[config.mk]
export PLATFORM = sky130hd
export DESIGN_NAME = instruction_fetch
export DESIGN_NICKNAME = d
export VERILOG_FILES = /design/src/rtl/instruction_fetch.sv
export SDC_FILE = /design/constraint.sdc
export NUM_CORES = 1
export LEC_CHECK = 0
export BUFFER_PORTS_ARGS = -buffer_cell sky130_fd_sc_hd__buf_2
export CAP_MARGIN = 20
export CORE_MARGIN = 3
export CORE_UTILIZATION = 50
export CTS_BUF_LIST = sky130_fd_sc_hd__clkbuf_8
export DETAILED_ROUTE_END_ITERATION = 7
export HOLD_SLACK_MARGIN = 0.15
export PLACE_DENSITY = 0.78
export SETUP_SLACK_MARGIN = 0.5
export SLEW_MARGIN = 5
export SYNTH_ARGS = -nofsm -noshare
export SYNTH_HDL_FRONTEND = slang
export SYNTH_SLANG_ARGS = --single-unit
export TNS_END_PERCENT = 5
[constraint.sdc]
create_clock -name clk -period 2.55 [get_ports clk]
set_input_delay 0.255 -clock clk [delete_from_list [all_inputs] [get_ports clk]]
set_output_delay 0.255 -clock clk [all_outputs]
set_load 0.01 [all_outputs]
[src/rtl/instruction_fetch.sv]
// -----------------------------------------------------------------------------
// instruction_fetch
//
// Fetch stage feeding decode and the immediate generator. Holds the program
// counter, issues one word-aligned read at a time to instruction memory and
// presents each returned instruction, tagged with its PC, over a valid/ready
// handshake. A downstream redirect loads a new PC and squashes whatever fetch
// is in flight or held. A misaligned redirect target parks the stage in a
// fault state that only reset leaves.
//
// Ports:
//   clk             in   1   rising-edge clock
//   reset           in   1   synchronous, active-high reset
//   imem_req        out  1   read request to instruction memory
//   imem_addr       out  32  word-aligned byte address of the request
//   imem_gnt        in   1   memory accepts the request this cycle
//   imem_rvalid     in   1   read data valid
//   imem_rdata      in   32  instruction word from memory
//   redirect_valid  in   1   load redirect_target as the new PC this cycle
//   redirect_target in   32  new PC
//   inst_valid      out  1   inst_out / inst_pc hold a valid instruction
//   inst_ready      in   1   decode accepts the held instruction
//   inst_out        out  32  instruction (NOP_INST when nothing is held)
//   inst_pc         out  32  PC of inst_out
//   fetch_fault     out  1   sticky misaligned-redirect flag
// -----------------------------------------------------------------------------
module instruction_fetch #(
    parameter logic [31:0] RESET_PC = 32'h0000_0000,
    parameter logic [31:0] NOP_INST = 32'h0000_0013
) (
    input  logic        clk,
    input  logic        reset,
    output logic        imem_req,
    output logic [31:0] imem_addr,
    input  logic        imem_gnt,
    input  logic        imem_rvalid,
    input  logic [31:0] imem_rdata,
    input  logic        redirect_valid,
    input  logic [31:0] redirect_target,
    output logic        inst_valid,
    input  logic        inst_ready,
    output logic [31:0] inst_out,
    output logic [31:0] inst_pc,
    output logic        fetch_fault
);

    typedef enum logic [1:0] {
        ST_REQ   = 2'd0,
        ST_WAIT  = 2'd1,
        ST_HOLD  = 2'd2,
        ST_FAULT = 2'd3
    } state_t;

    state_t      state_r, state_s;
    logic [31:0] pc_r, pc_s;
    logic [31:0] req_pc_r, req_pc_s;
    logic        kill_r, kill_s;
    logic        inst_valid_r, inst_valid_s;
    logic [31:0] inst_out_r, inst_out_s;
    logic [31:0] inst_pc_r, inst_pc_s;
    logic        fetch_fault_r, fetch_fault_s;
    logic        redir_ok_s, redir_bad_s;

    // State and datapath registers with synchronous reset.
    always_ff @(posedge clk) begin
        if (reset) begin
            state_r       <= ST_REQ;
            pc_r          <= RESET_PC;
            req_pc_r      <= 32'h0000_0000;
            kill_r        <= 1'b0;
            inst_valid_r  <= 1'b0;
            inst_out_r    <= NOP_INST;
            inst_pc_r     <= 32'h0000_0000;
            fetch_fault_r <= 1'b0;
        end else begin
            state_r       <= state_s;
            pc_r          <= pc_s;
            req_pc_r      <= req_pc_s;
            kill_r        <= kill_s;
            inst_valid_r  <= inst_valid_s;
            inst_out_r    <= inst_out_s;
            inst_pc_r     <= inst_pc_s;
            fetch_fault_r <= fetch_fault_s;
        end
    end

    // Next-state and next-datapath logic; redirects take priority over
    // grant, rvalid and ready in the same cycle.
    always_comb begin
        state_s       = state_r;
        pc_s          = pc_r;
        req_pc_s      = req_pc_r;
        kill_s        = kill_r;
        inst_valid_s  = inst_valid_r;
        inst_out_s    = inst_out_r;
        inst_pc_s     = inst_pc_r;
        fetch_fault_s = fetch_fault_r;

        redir_ok_s  = redirect_valid & (redirect_target[1:0] == 2'b00);
        redir_bad_s = redirect_valid & (redirect_target[1:0] != 2'b00);

        if (state_r == ST_FAULT) begin
            // Terminal until reset: redirects and responses are ignored.
            state_s = ST_FAULT;
        end else if (redir_bad_s) begin
            // PC is deliberately left untouched so the last good address
            // remains visible for debug.
            state_s       = ST_FAULT;
            fetch_fault_s = 1'b1;
            inst_valid_s  = 1'b0;
            inst_out_s    = NOP_INST;
            kill_s        = 1'b0;
        end else begin
            case (state_r)
                ST_REQ: begin
                    if (redir_ok_s) begin
                        pc_s = redirect_target;
                        if (imem_gnt) begin
                            // The grant already went out for the old PC; its
                            // response must be swallowed before refetching.
                            kill_s  = 1'b1;
                            state_s = ST_WAIT;
                        end else begin
                            state_s = ST_REQ;
                        end
                    end else if (imem_gnt) begin
                        req_pc_s = pc_r;
                        pc_s     = pc_r + 32'd4;
                        state_s  = ST_WAIT;
                    end else begin
                        state_s = ST_REQ;
                    end
                end
                ST_WAIT: begin
                    if (redir_ok_s) begin
                        pc_s = redirect_target;
                        if (imem_rvalid) begin
                            kill_s  = 1'b0;
                            state_s = ST_REQ;
                        end else begin
                            kill_s  = 1'b1;
                            state_s = ST_WAIT;
                        end
                    end else if (imem_rvalid) begin
                        if (kill_r) begin
                            kill_s  = 1'b0;
                            state_s = ST_REQ;
                        end else begin
                            inst_out_s   = imem_rdata;
                            inst_pc_s    = req_pc_r;
                            inst_valid_s = 1'b1;
                            state_s      = ST_HOLD;
                        end
                    end else begin
                        state_s = ST_WAIT;
                    end
                end
                ST_HOLD: begin
                    if (redir_ok_s) begin
                        pc_s         = redirect_target;
                        inst_valid_s = 1'b0;
                        inst_out_s   = NOP_INST;
                        state_s      = ST_REQ;
                    end else if (inst_ready) begin
                        inst_valid_s = 1'b0;
                        inst_out_s   = NOP_INST;
                        state_s      = ST_REQ;
                    end else begin
                        state_s = ST_HOLD;
                    end
                end
                default: begin
                    // Unreachable encoding: fail safe into the fault state.
                    state_s       = ST_FAULT;
                    fetch_fault_s = 1'b1;
                    inst_valid_s  = 1'b0;
                    inst_out_s    = NOP_INST;
                end
            endcase
        end
    end

    // Output decode from registers; reset suppresses the request at once so
    // memory never sees a request during a reset cycle.
    always_comb begin
        imem_req    = (state_r == ST_REQ) & ~reset;
        imem_addr   = pc_r;
        inst_valid  = inst_valid_r;
        inst_out    = inst_out_r;
        inst_pc     = inst_pc_r;
        fetch_fault = fetch_fault_r;
    end

endmodule

Yosys cells after proc, flatten, opt, wreduce, memory -nomap -nowiden
Index checks and enable logic that the tools add are counted.
{"block": "word_totals", "register_bits": 133, "input_bits": 70, "output_inout_bits": 99}
{"block": "op_classes", "n_addsub": 1, "eq_ne": 14, "muxes": 37, "bitwise_logic": 8, "reduce_logical": 13}
{"operator": "$mux 32", "count": 9}
{"operator": "$pmux 32 s3", "count": 1}
{"operator": "$pmux 32 s2", "count": 1}
{"operator": "$add 32x3->32 const B", "count": 1}
{"operator": "$ne 3x3->1 const B", "count": 6}
{"operator": "$mux 1", "count": 16}
{"operator": "$reduce_and 5->1", "count": 3}
{"operator": "$mux 2", "count": 7}
{"operator": "$reduce_and 6->1", "count": 2}
{"operator": "$ne 4x4->1 const B", "count": 2}
{"operator": "$pmux 2 s3", "count": 1}
{"operator": "$not 1->1", "count": 5}
{"operator": "$eq 2x2->1 const B", "count": 2}
{"operator": "$logic_not 2->1", "count": 2}
{"operator": "$ne 2x1->1 const B", "count": 2}
{"operator": "$reduce_bool 2->1", "count": 2}
{"operator": "$and 1x1->1", "count": 3}
{"operator": "$pmux 1 s3", "count": 1}
{"operator": "$reduce_bool 3->1", "count": 1}
{"operator": "$reduce_or 3->1", "count": 1}
{"operator": "$eq 2x1->1 const B", "count": 1}
{"operator": "$ne 2x2->1 const B", "count": 1}
{"operator": "$pmux 1 s2", "count": 1}
{"operator": "$reduce_and 2->1", "count": 1}
{"operator": "$reduce_or 2->1", "count": 1}

Logic depth before layout (Yosys ltp)
{"block": "logic_depth", "ltp_word": 6, "depth_mapped": 10}

Worst setup path after synthesis
No wires, ideal clock.
{"block": "synth_path", "kind": "register to register", "start": "register state_r[0]", "end": "register pc_r[11] (netlist: imem_addr[11])", "t_arrival_ns": 1.970, "required_ns": 2.480, "path_slack_ns": 0.509, "stages_incl_launch_ff": 10, "n_path_buf": 3, "path_cell_list": "dfxtp_1 inv_1 ha_1 clkbuf_1 or2_2 buf_6 buf_2 o41ai_1 nand2_1 a21oi_1"}
{"block": "synth_between", "elab_chain_cells": 4, "elab_cells_between_ends": 11, "classes_between": "5 x eq/ne; 1 x mux; 1 x bitwise; 4 x reduce/logical"}
{"item": "start: declaration", "line": "54", "rtl": "state_t state_r, state_s;"}
{"item": "start signal: assignment", "line": "76", "rtl": "state_r <= state_s;"}
{"item": "$eq 2x2->1 or $eq 2x1->1 (tied branches)", "line": "114", "rtl": "case (state_r)"}
{"item": "$reduce_or 2->1 (no line)"}
{"item": "$ne 2x1->1 (no line) or $reduce_bool 2->1 (tied branches)"}
{"item": "$reduce_and 5->1 (no line)"}
{"item": "end signal: assignment", "line": "77", "rtl": "pc_r <= pc_s;"}
{"item": "end: declaration", "line": "55", "rtl": "logic [31:0] pc_r, pc_s;"}
Parallel ways exist; a longest one is shown, timed or not.
A chain may end at the register's enable or synchronous reset.

Worst setup path in the final report
{"block": "layout_path", "start": "register state_r[0]", "end": "register pc_r[27] (netlist: imem_addr[27])"}
Same word-level chain as after synthesis.

==> out/results.tsv <==
stage	metric	value	unit
run_status	status	finished clean	
synth	number of synthesized flops with an enable pin	0	
floorplanning	core area	0.0109	mm^2
placement	routability cong.	0.948	
sta	Hold WS	0.173	ns
synth	Syn Inst Count	682	
sta	fin. max-slew vios	0	
placement	Inst Count DP	967	
global_route	largest net degree at the start of global routing	65	
clock_network	Bufs on Longest Clock Path	2	
global_route	grt total ovfl	0	
final_layout	Fillers	808	
power	Leakage	3.19	nW
routing	antenna viol nets, final	0	
worst_setup_path	CP startpoint kind	register	
floorplanning	DIE AREA	0.0126	mm^2
final_layout	n_diodes	0	
synth	Post-synth ARST share	0	%
global_route	first-pass GRT wire length	28.1	mm
flow_run	max_cap viols	0	
synth	syn_area_per_cell	8.28	um^2
floorplanning	chip height	112	um
synth	part of the Yosys area used for sequential elements	47.1	%
clock_network	Clock Latency Late Sink	0.44	ns
sta	Setup Skew	0.0114	ns
worst_setup_path	Critical Path Fanout Max	11	
worst_setup_path	Crit Path Category	reg2reg	
worst_setup_path	Reg2Reg Setup Slack	0.53	ns
sta	FMAX	495	MHz
worst_setup_path	CP peak stage delay	0.38	ns
power	worst vdd rail ir drop	487	uV
placement	Detailed Place HPWL	11.5	mm
floorplanning	num rows	38	
final_layout	final std cells w/o fill	1054	
floorplanning	# IOs	169	
placement	Port Buf Inserts	168	
final_layout	Multi-input gate area	0.00276	mm^2
power	Power Total	4.91	mW
final_layout	register area	0.00267	mm^2
hold_path	Hold Crit Class	in2reg	
routing	Vias	6148	
synth	Synth Flop Type	dfxtp_1	
synth	Synthesis Warnings	0	
synth	Post-Syn Area	0.00565	mm^2
worst_setup_path	crit path DAT	2.36	ns
placement	DP Worst Slack	0.236	ns
global_route	vias in the first global route	5665	
sta	Tcrit/Tclk final	79.3	%
worst_setup_path	worst path bufs/invs	3	
synth	Cell variety after synth	57	
sta	PnR worst setup slack	0.528	ns
sta	Slew HR	57.2	%
final_layout	layout cells sized above 1	29.4	%
power	PwrDens	642	mW/mm^2
global_route	GRT Util Overall	27.2	%
worst_setup_path	delay-heaviest family, CP	simple AND/OR/NAND/NOR gates	
global_route	initial antenna violation count	0	
sta	final setup violation count	0	
synth	Syn Nets	757	
synth	Yosys reg bits	133	
routing	DR pass1 iterations	6	
clock_network	CTS Root Cell	clkbuf_8	
sta	final critical-path required period	2.02	ns
clock_network	clock-pin slew on the worst setup and hold paths	0.08	ns
routing	DRC viols	0	
routing	WL/cell	17.0	um
clock_network	CTS Sinks	133	
routing	vias per cell	5.83	
worst_setup_path	CP Capture Type	register	
clock_network	CTS tree	yes	
sta	Final Hold Fails	0	
floorplanning	width of the die	112	um
clock_network	CTS buffer count	17	
routing	Detailed Route WL	17.9	mm
routing	DRT iter0 DRCs	618	
worst_setup_path	crit path cell chain	inv_1, ha_2, buf_6, or2_4, buf_4, nor2_1, nand3_1, o311ai_0	
worst_setup_path	WP data required	2.89	ns
clock_network	CTS H-tree lvls	4	
final_layout	Final #Nets	976	
final_layout	Synth-to-Final Area Change	35.3	%
sta	setup TNS	0	ns
sta	worst-margin pin slew	0.642	ns
sta	unrepaired setup endpoints after global routing	true	
floorplanning	Starting Density	51.6	%
worst_setup_path	CP max-delay cell	nor2_1	
==> per-stage QoR <==
step                      instance area (um^2)  util [%]
after CTS                                 7490      68.5
after detailed placement                  6650      60.8
after floorplan                           5650         -
final                                     7640      69.9
after global placement                    6650      60.8
after global routing                      7640      69.9
==> final cells by class <==
type | instances | share of cell area (%)
Clock inverter | 13 | 1.92
Timing Repair Buffer | 249 | 20.7
Sequential cell | 133 | 34.9
Clock buffer | 19 | 3.42
Tap cell | 140 | 2.29
Inverter | 14 | 0.688
Multi-Input combinational cell | 486 | 36.1
==> cell usage in the layout (no fill, tap or decap), types with 3 or more instances in the layout <==
master	instances
dfxtp_2	4
clkbuf_8	19
inv_1	15
o21a_1	5
buf_4	35
a22o_1	29
or3_1	6
nor2_1	21
and4_1	3
and3_1	6
o31ai_1	6
a22oi_1	3
a31oi_1	9
nand4_1	10
a21oi_1	90
nor2b_1	4
a21o_1	6
nand3_1	22
inv_6	4
nand2_1	162
a21oi_2	3
clkinvlp_4	3
a311o_1	3
dlygate4sd3_1	41
nor4_1	3
buf_6	4
nand2b_1	3
nor3_1	14
buf_2	167
ha_1	3
o21ai_0	19
and2_1	6
o211ai_1	3
dfxtp_1	129
==> worst paths after layout <==
path / startpoint / to / depth (start not counted)
worst max-delay path: state_r[0]$_SDFF_PP0_ / imem_addr[27]$_SDFFE_PP0P_ / 8
worst min-delay path: imem_rvalid / kill_r$_SDFFE_PP0P_ / 3
worst max register to register: state_r[0]$_SDFF_PP0_ / imem_addr[27]$_SDFFE_PP0P_ / 8
worst min register to register: req_pc_r[0]$_SDFFE_PP0P_ / inst_pc[0]$_SDFFE_PP0P_ / 2
==> flip-flops by register name, indices dropped and copies added (netlist names) <==
name,cells
inst_valid,1
kill_r,1
state_r,2
imem_addr,32
inst_pc,32
inst_out,32
fetch_fault,1
req_pc_r,32
==> routing by layer <==
layer	vias up	share of wire [%]	track usage (%)
met5	-	0	0
met4	0	3.0	11.9
met3	57	10	7.12
met2	399	46	41.8
met1	2836	41	36.2
li1	2856	-	-
==> power by group <==
part	switching (mW)	leakage, nW	internal, mW
clock	0.875	0.203	0.935
combinational	0.470	1.90	0.364
sequential	0.104	1.08	2.16
==> logic make-up (layout without fill, tap and decap cells) <==
group,after synthesis,count (layout),share of synthesized area [%]
adder cells (fa/ha/maj),5,5,1.11
AND/OR/NAND/NOR,278,279,22.9
AO/OA/AOI/OAI,199,199,23.0
flip-flops,133,133,47.1
multiplexers,3,3,0.554
buffers and inverters,64,295,5.36
==> worst register-to-register path: stages, from the launching register on <==
cell and delay (ns):
dfxtp_2 0.36, inv_1 0.07, ha_2 0.30, buf_6 0.15
or2_4 0.28, buf_4 0.14, nor2_1 0.38, nand3_1 0.15
o311ai_0 0.11
==> cells in the mapped netlist, types with 2 or more instances <==
cell	count	area share [%]
nor2b_1	4	0.44
nand4b_1	2	0.31
buf_2	14	1.2
a311o_1	3	0.53
o211ai_1	3	0.40
buf_6	6	1.2
o41ai_1	2	0.31
nand2_1	162	11
nor2_1	23	1.5
inv_1	14	0.93
ha_1	5	1.1
and3_1	6	0.66
and2_1	6	0.66
o22ai_1	2	0.22
o21ai_0	19	1.7
a22o_1	29	4.5
nand3_1	22	1.9
or3_1	6	0.66
o31ai_1	7	0.93
a21oi_1	92	8.2
or2_2	2	0.22
o21ba_2	2	0.35
mux2i_1	2	0.35
nor4_1	5	0.55
a21o_1	6	0.80
o21a_1	5	0.66
a31oi_1	9	1.0
a311oi_1	2	0.31
a22oi_1	3	0.40
o311ai_0	3	0.47
nand2b_1	3	0.33
clkbuf_1	29	1.9
and4_1	4	0.62
nor3_1	15	1.3
nand4_1	10	1.1
dfxtp_1	133	47
a2bb2oi_1	2	0.31
==> repair_timing <==
action	in CTS	in global routing
hold buffers	41	0
pin swaps	1	5
buffers inserted	0	13
hold endpoints to repair	41	0
gates cloned	1	0
gates resized for setup	4	18
endpoints found under the setup margin	59	62
Power figures use the tool's default switching activity.
